--- src/rtl/ctrl_pkg.sv ---
// rtl/ctrl_pkg.sv - control bundle layout and default bubble squash mask
package ctrl_pkg;

  localparam int CTRL_W = 17;

  // Bundle layout, MSB first: RegWrite, MemWrite, MemRead, ALUSrc, ResultSrc[1:0],
  // Branch, Jump, JumpReg, ImmType[2:0], ALUControl[4:0]
  localparam int REGWRITE_B    = 16;
  localparam int MEMWRITE_B    = 15;
  localparam int MEMREAD_B     = 14;
  localparam int ALUSRC_B      = 13;
  localparam int RESULTSRC_LSB = 11;
  localparam int BRANCH_B      = 10;
  localparam int JUMP_B        = 9;
  localparam int JUMPREG_B     = 8;
  localparam int IMMTYPE_LSB   = 5;
  localparam int ALUCTRL_LSB   = 0;

  localparam logic [CTRL_W-1:0] SQUASH_MASK_DFLT = {CTRL_W{1'b1}};

endpackage

--- src/rtl/sat_counter.sv ---
// rtl/sat_counter.sv - saturating event counter with synchronous clear
module sat_counter #(
  parameter int W = 16
) (
  input  logic         clk,
  input  logic         rst_n,
  input  logic         inc,
  input  logic         clear,
  output logic [W-1:0] count
);

  logic [W-1:0] count_q, count_d;

  // Holds at all-ones instead of wrapping.
  always_comb begin
    count_d = count_q;
    if (clear) begin
      count_d = '0;
    end else if (inc && !(&count_q)) begin
      count_d = count_q + W'(1);
    end
  end

  always_ff @(posedge clk or negedge rst_n) begin
    if (!rst_n) begin
      count_q <= '0;
    end else begin
      count_q <= count_d;
    end
  end

  assign count = count_q;

endmodule

--- src/rtl/ctrl_bubble_reg.sv ---
// rtl/ctrl_bubble_reg.sv - ID/EX control register with bubble trains, flush and stall hold
module ctrl_bubble_reg
  import ctrl_pkg::*;
#(
  parameter int                CTRL_W      = ctrl_pkg::CTRL_W,
  parameter logic [CTRL_W-1:0] SQUASH_MASK = {CTRL_W{1'b1}},
  parameter int                MAX_BUBBLES = 3,
  parameter int                CNT_W       = $clog2(MAX_BUBBLES + 1),
  parameter int                STAT_W      = 16
) (
  input  logic              clk,
  input  logic              rst_n,
  input  logic [CTRL_W-1:0] ctrl_in,
  input  logic              valid_in,
  input  logic              stall,
  input  logic              flush,
  input  logic              bubble_req,
  input  logic [CNT_W-1:0]  bubble_len,
  output logic [CTRL_W-1:0] ctrl_out,
  output logic              valid_out,
  output logic              hold_up,
  output logic [CNT_W-1:0]  bubble_cnt,
  output logic [STAT_W-1:0] bubble_total
);

  localparam logic [CNT_W-1:0] MAX_LEN = CNT_W'(MAX_BUBBLES);

  logic [CTRL_W-1:0] ctrl_q, ctrl_d;
  logic              valid_q, valid_d;
  logic [CNT_W-1:0]  cnt_q, cnt_d;
  logic [CTRL_W-1:0] bubble_word;
  logic [CNT_W-1:0]  len_clamped;
  logic              accept;
  logic              load_bubble;

  assign bubble_word = ctrl_in & ~SQUASH_MASK;
  assign accept      = bubble_req & ~flush & ~stall & (cnt_q == '0);

  always_comb begin
    len_clamped = bubble_len;
    if (bubble_len == '0) begin
      len_clamped = CNT_W'(1);
    end else if (bubble_len > MAX_LEN) begin
      len_clamped = MAX_LEN;
    end
  end

  // Flush beats stall; a running train ignores new requests until it drains.
  always_comb begin
    ctrl_d      = ctrl_q;
    valid_d     = valid_q;
    cnt_d       = cnt_q;
    load_bubble = 1'b0;
    if (flush) begin
      load_bubble = 1'b1;
      cnt_d       = '0;
    end else if (stall) begin
      load_bubble = 1'b0;
    end else if (cnt_q != '0) begin
      load_bubble = 1'b1;
      cnt_d       = cnt_q - CNT_W'(1);
    end else if (accept) begin
      load_bubble = 1'b1;
      cnt_d       = len_clamped - CNT_W'(1);
    end else begin
      ctrl_d  = ctrl_in;
      valid_d = valid_in;
    end
    if (load_bubble) begin
      ctrl_d  = bubble_word;
      valid_d = 1'b0;
    end
  end

  always_ff @(posedge clk or negedge rst_n) begin
    if (!rst_n) begin
      ctrl_q  <= '0;
      valid_q <= 1'b0;
      cnt_q   <= '0;
    end else begin
      ctrl_q  <= ctrl_d;
      valid_q <= valid_d;
      cnt_q   <= cnt_d;
    end
  end

  assign hold_up    = ~flush & (bubble_req | (cnt_q != '0));
  assign ctrl_out   = ctrl_q;
  assign valid_out  = valid_q;
  assign bubble_cnt = cnt_q;

  sat_counter #(
    .W(STAT_W)
  ) u_bubble_stat (
    .clk  (clk),
    .rst_n(rst_n),
    .inc  (load_bubble),
    .clear(1'b0),
    .count(bubble_total)
  );

endmodule

--- config.mk ---
export PLATFORM = sky130hd
export DESIGN_NAME = ctrl_bubble_reg
export DESIGN_NICKNAME = d
export VERILOG_FILES = /design/src/rtl/ctrl_pkg.sv /design/src/rtl/sat_counter.sv /design/src/rtl/ctrl_bubble_reg.sv
export SDC_FILE = /design/constraint.sdc
export NUM_CORES = 1
export LEC_CHECK = 0
export CAP_MARGIN = 20
export CORE_MARGIN = 5
export CORE_UTILIZATION = 45
export CTS_CLUSTER_DIAMETER = 80
export DETAILED_ROUTE_END_ITERATION = 8
export DONT_BUFFER_PORTS = 1
export GPL_TIMING_DRIVEN = 1
export PLACE_DENSITY = 0.7
export SLEW_MARGIN = 20
export SYNTH_ARGS = -nofsm -noshare
export SYNTH_HDL_FRONTEND = slang
export SYNTH_SLANG_ARGS = --single-unit
export TNS_END_PERCENT = 20
--- constraint.sdc ---
create_clock -name clk -period 2.7 [get_ports clk]
set_input_delay 0.135 -clock clk [delete_from_list [all_inputs] [get_ports clk]]
set_output_delay 0.135 -clock clk [all_outputs]
set_load 0.02 [all_outputs]
# Yosys cells after proc, flatten, opt, wreduce, memory -nomap -nowiden
# Cells that the tools add are included.
dict set report classes {
  n_addsub 3
  order_cmp 1
  n_eq_ne 5
  n_mux 20
  bitwise 7
  n_reduce_logical 9
}
# operator n
set ops {}
lappend ops {{17-bit 2-to-1 mux} 5}
lappend ops {{16-bit by 1-bit adder with 16-bit output, second input constant} 1}
lappend ops {{16-bit AND reduction} 1}
lappend ops {{2-bit 2-to-1 mux} 6}
lappend ops {{2-bit by 1-bit != test with 1-bit output, second input constant} 5}
lappend ops {{1-bit 2-to-1 mux} 9}
lappend ops {{1-bit bitwise AND} 4}
lappend ops {{2-bit zero test} 2}
lappend ops {{4-bit AND reduction} 1}
lappend ops {{2-bit by 1-bit subtractor with 2-bit output, second input constant} 2}
lappend ops {{3-bit nonzero test} 1}
lappend ops {{2-bit > comparator, second input constant} 1}
lappend ops {{1-bit NOT} 2}
lappend ops {{2-bit AND reduction} 1}
lappend ops {{2-bit nonzero test} 1}
lappend ops {{1-bit logical AND} 1}
lappend ops {{1-bit zero test} 1}
lappend ops {{1-bit OR} 1}
dict set report totals {
  reg_bits 36
  in_bits 25
  out_inout_bits 37
  elab_cells 49
}

# Depth between registers and ports, before layout
dict set report logic_depth {
  ltp_word 10
  depth_mapped 5
  mapped_depth_nobuf 5
}

# Modules after synthesis
# A second synthesis with hierarchy kept.
dict set report hier_totals {
  cells_unflattened 154
  area_unflattened_um2 1760.4
}
# module n_inst cells_each area_per_inst_um2 seq_area_each_um2
set modules_own_cells {}
lappend modules_own_cells {sat_counter 1 95 919.6 400.4}
lappend modules_own_cells {ctrl_bubble_reg 1 59 840.8 500.5}

# Worst setup path before layout
# OpenSTA, ideal clock, no wires.
dict set report synth_timing {
  path_type {reg2reg}
  from {reg u_bubble_stat.count_q[8] (netlist: u_bubble_stat.count[8])}
  to {reg u_bubble_stat.count_q[1] (netlist: u_bubble_stat.count[1])}
  setup_time_ns 0.125
  t_arrival_ns 1.728
  t_required_ns 2.575
  slack_ns 0.847
  path_stages_with_launch 5
  path_buffers 0
  period_less_slack_ns 1.853
  path_cell_list {dfrtp_1 > nand3_1 > or4_4 > and2_4 > mux2_4}
}
dict set report synth_via {
  elab_chain_cells 3
}
# element line
set synth_rtl {}
lappend synth_rtl {{start, declared} sat_counter.sv:12} ;# logic [W-1:0] count_q, count_d;
lappend synth_rtl {{start signal, assigned} sat_counter.sv:28} ;# count_q <= count_d;
lappend synth_rtl {{16-bit AND reduction} sat_counter.sv:19} ;# end else if (inc && !(&count_q)) begin
lappend synth_rtl {{1-bit zero test} sat_counter.sv:19}
lappend synth_rtl {{1-bit logical AND} sat_counter.sv:19}
# No other way between the ends.
# A chain may end at the register's enable or synchronous reset.

# Worst setup path in the final report
dict set report layout_timing {
  from {reg cnt_q[0] (netlist: bubble_cnt[0])}
  to {reg u_bubble_stat.count_q[1] (netlist: u_bubble_stat.count[1])}
}
dict set report layout_via {
  elab_chain_cells 7
  elab_cells_between_ends 8
  cone_classes {mux (4); bitwise (1); reduce/logical (3)}
}
# element line
set layout_rtl {}
lappend layout_rtl {{start, declared} ctrl_bubble_reg.sv:30} ;# logic [CNT_W-1:0] cnt_q, cnt_d;
lappend layout_rtl {{start signal, assigned} ctrl_bubble_reg.sv:83} ;# cnt_q <= cnt_d;
lappend layout_rtl {{2-bit zero test} ctrl_bubble_reg.sv:37} ;# assign accept = bubble_req & ~flush & ~stall & (cnt_q == '0);
lappend layout_rtl {{1-bit bitwise AND} ctrl_bubble_reg.sv:37}
lappend layout_rtl {{1-bit 2-to-1 mux} ctrl_bubble_reg.sv:62} ;# end else if (accept) begin
lappend layout_rtl {{1-bit 2-to-1 mux (*)} ctrl_bubble_reg.sv:59} ;# end else if (cnt_q != '0) begin
lappend layout_rtl {{1-bit 2-to-1 mux (*)} ctrl_bubble_reg.sv:57} ;# end else if (stall) begin
lappend layout_rtl {{1-bit 2-to-1 mux (*)} ctrl_bubble_reg.sv:54} ;# if (flush) begin
lappend layout_rtl {{1-bit logical AND (*)} sat_counter.sv:19}
# Every way passes the cells marked *; elsewhere a longest branch is shown, timed or not.

==> results.md <==
* Status: finished clean
* Final WL at 3830 um
* Vias per cell at 5.77
* #FFs+latches synth at 36
* Max-cap check violation count at 0
* WL per Instance at between 15 and 20 um
* Hold crit path type: input pin to flip-flop
* Gr usage total at 16.4%
* Area leader, netlist: dfrtp_1
* Cell family with most CP delay: simple AND/OR/NAND/NOR gates
* Bufs on Longest Clock Path at 2
* Final Setup Violations at 0
* Chip width at 69.4 um
* Fin crit share at 75.5%
* Top achievable clock speed at 491 MHz
* Setup TNS at 0 ps
* Nets at approximately 190
* CP endpoint kind: flip-flop
* RSZ-0062 raised after global routing: false
* N_diodes at 0
* Routed vias at 1200
* # IOs at just over 60
* Synthesized area at around 1600 um2
* Total nets after synthesis at between 150 and 200
* Worst-Margin Slew at 589 ps
* Initial antenna violation count at 0
* Critical Path RT at 2940 ps
* Rows at 21
* Worst-Skew Late Latency at approximately 340 ps
* CTS clk-pin slew, worst paths at 110 ps
* Most common cell after layout, fill and taps aside: dfrtp_1
* Slew margin rel. at 60.3%
* Placed Cells at 178
* Drt first-iter violations at 94
* Setup Skew at 8.74 ps
* Root Driver: clkbuf_4
* Chip height at between 60 and 70 um
* Antenna viol nets, final at 0
* HPWL Detailed at 2590 um
* Crit path DAT at 2280 ps
* Synth top area share at 56.8%
* Sequential element share of the synthesized area at approximately 57%
* PwrDens at 711 nW/um2
* Fin cells at 208
* Cts bufs inserted at 5
* Initial core utilization at 47.2%
* Crit Path Class: flip-flop to flip-flop
* Die Footprint at 4810 um2
* Syn-to-layout area delta at 24.3%
* Number of global-route vias before repair at 1204
* Port-buffer cells at 0
* Slowest cell delay on critical path at 600 ps
* Crit path buf inv count at 0
* Leak at 0.870 nW
* Clock tree from TritonCTS: yes
* Final Hold Vio Count at 0
* Pins Over Slew Limit at 0
* Clk sink count at 36
* Final Power at 1.40 mW
* Nature of the critical path startpoint: flip-flop
* CP max FO at 9
* # fillers at slightly above 300
* Core ar. at between 3000 and 4000 um2
* GR Overflow Total at 0
* Area taken by multi-input logic gates at 666 um2
* FF+latch area at 901 um2
* Fraction of layout cells with a size suffix above 1 at between 10% and 20%
* Synth area leaders: dfrtp_1, a22o_1, xnor2_1, nand3_1, nor2_1
* Tmin final at between 2000 and 2500 ps
* Drt pass-1 iters at 4
* Cell count after synthesis at approximately 130
* Commonest cells after routing, fill and taps aside: dfrtp_1, dlygate4sd3_1, a22o_1
* Synth unique cells at 32
* Slowest library cell on the worst path: nor4_1
* Synth warnings at 0
* # DRC at 0
* First-pass GRT wire length at 6260 um
* Final GP Congestion at ~0.87
* H-tree level count at 2
* Max VDD drop at 365 uV
* Mean post-synth cell area at 11.9 um2
* Critical Path, Cell by Cell: nor4_1 > nor2_1 > and2_4 > mux2_4
* Largest net degree at the start of global routing at 37
[path summary, 6_finish.rpt]
| kind | start | end | slack, ps | cells past startpoint |
|---|---|---|---|---|
| max | bubble_cnt[0] | u_bubble_stat.count[1] | 660 | 4 |
| min | bubble_len[1] | bubble_cnt[1] | 60 | 3 |
| max reg2reg | bubble_cnt[0] | u_bubble_stat.count[1] | 660 | 4 |
| min reg2reg | u_bubble_stat.count[12] | u_bubble_stat.count[12] | 650 | 1 |
| max in group asynchronous | rst_n | ctrl_out[12] | 2290 | 2 |
| min in group asynchronous | rst_n | ctrl_out[10] | 230 | 2 |
[kinds of logic (layout without fill, tap and decap cells)]
logic type | count (synthesis) | count (layout) | share of synthesized area, %
XOR/XNOR | 14 | 14 | 7.73
buffers and inverters | 5 | 34 | 1.26
AND/OR/NAND/NOR | 52 | 52 | 20.7
flip-flops | 36 | 36 | 56.8
AO/OA/AOI/OAI | 24 | 24 | 11.8
adder cells (fa/ha/maj) | 1 | 1 | 0.789
multiplexers | 1 | 1 | 0.946
[stage by stage]
step | worst slack [ps] | util [%] | instance area (um2) | hold slack [ps]
floorplan | 847 | - | 1590 | -161
global placement | 759 | 49.0 | 1650 | -160
detailed placement | 695 | 49.0 | 1650 | -160
CTS | 673 | 58.6 | 1970 | 57.8
global route | 522 | 58.6 | 1970 | 94.8
finish | 661 | 58.6 | 1970 | 64.6
[per-layer routing]
metal	GRT usage, %	vias up	share of wire (%)
met3	7.68	9	8.4
li1	-	547	-
met4	6.72	0	2.2
met2	26.0	49	49
met1	19.1	595	40
met5	0	-	0
[cell type report]
class	instances	area share (%)
multi-input combinational	92	33.8
inverter	2	0.381
timing repair buffer	24	12.4
tap	46	2.92
clock buffer	7	3.30
clock inverter	1	1.52
sequential	36	45.7
[what timing repair did]
item | CTS | global route
buffers inserted | 0 | 0
hold buffers | 22 | 0
resized for setup | 0 | 0
endpoints found under the hold margin | 56 | 0
[cell usage after synthesis]
cell type and number:
dfrtp_1 36, a22o_1 18, xnor2_1 12, nand3_1 11, nor2_1 9, nand2_1 5
nand4_1 5, a21oi_1 3, o21ai_0 3, and3_1 2, and3_2 2, clkbuf_1 2
inv_1 2, nor2b_1 2, nor3_1 2, or3_2 2, xor2_1 2, and2_1 1
and2_4 1, buf_2 1, ha_1 1, mux2_4 1, nand4_2 1, nand4_4 1
nand4b_1 1, nand4bb_1 1, nor3_2 1, nor4_1 1, nor4_2 1, or3_1 1
or4_2 1, or4_4 1
[report_power, final]
part	internal (mW)	switching [mW]	total, mW
registers	0.600	0.188	0.788
clock network	0.246	0.186	0.432
logic	0.106	0.0771	0.183
[worst reg2reg max path: stages (launching register included)]
cell and delay (ps):
dfrtp_1 530, nor4_1 600, nor2_1 290, and2_4 230, mux2_4 280
[sequential cells by signal (all words and copies together) (netlist names)]
name,flops
ctrl_out,17
u_bubble_stat.count,16
bubble_cnt,2
valid_out,1
Note: power is estimated with default switching activity, not from simulation.
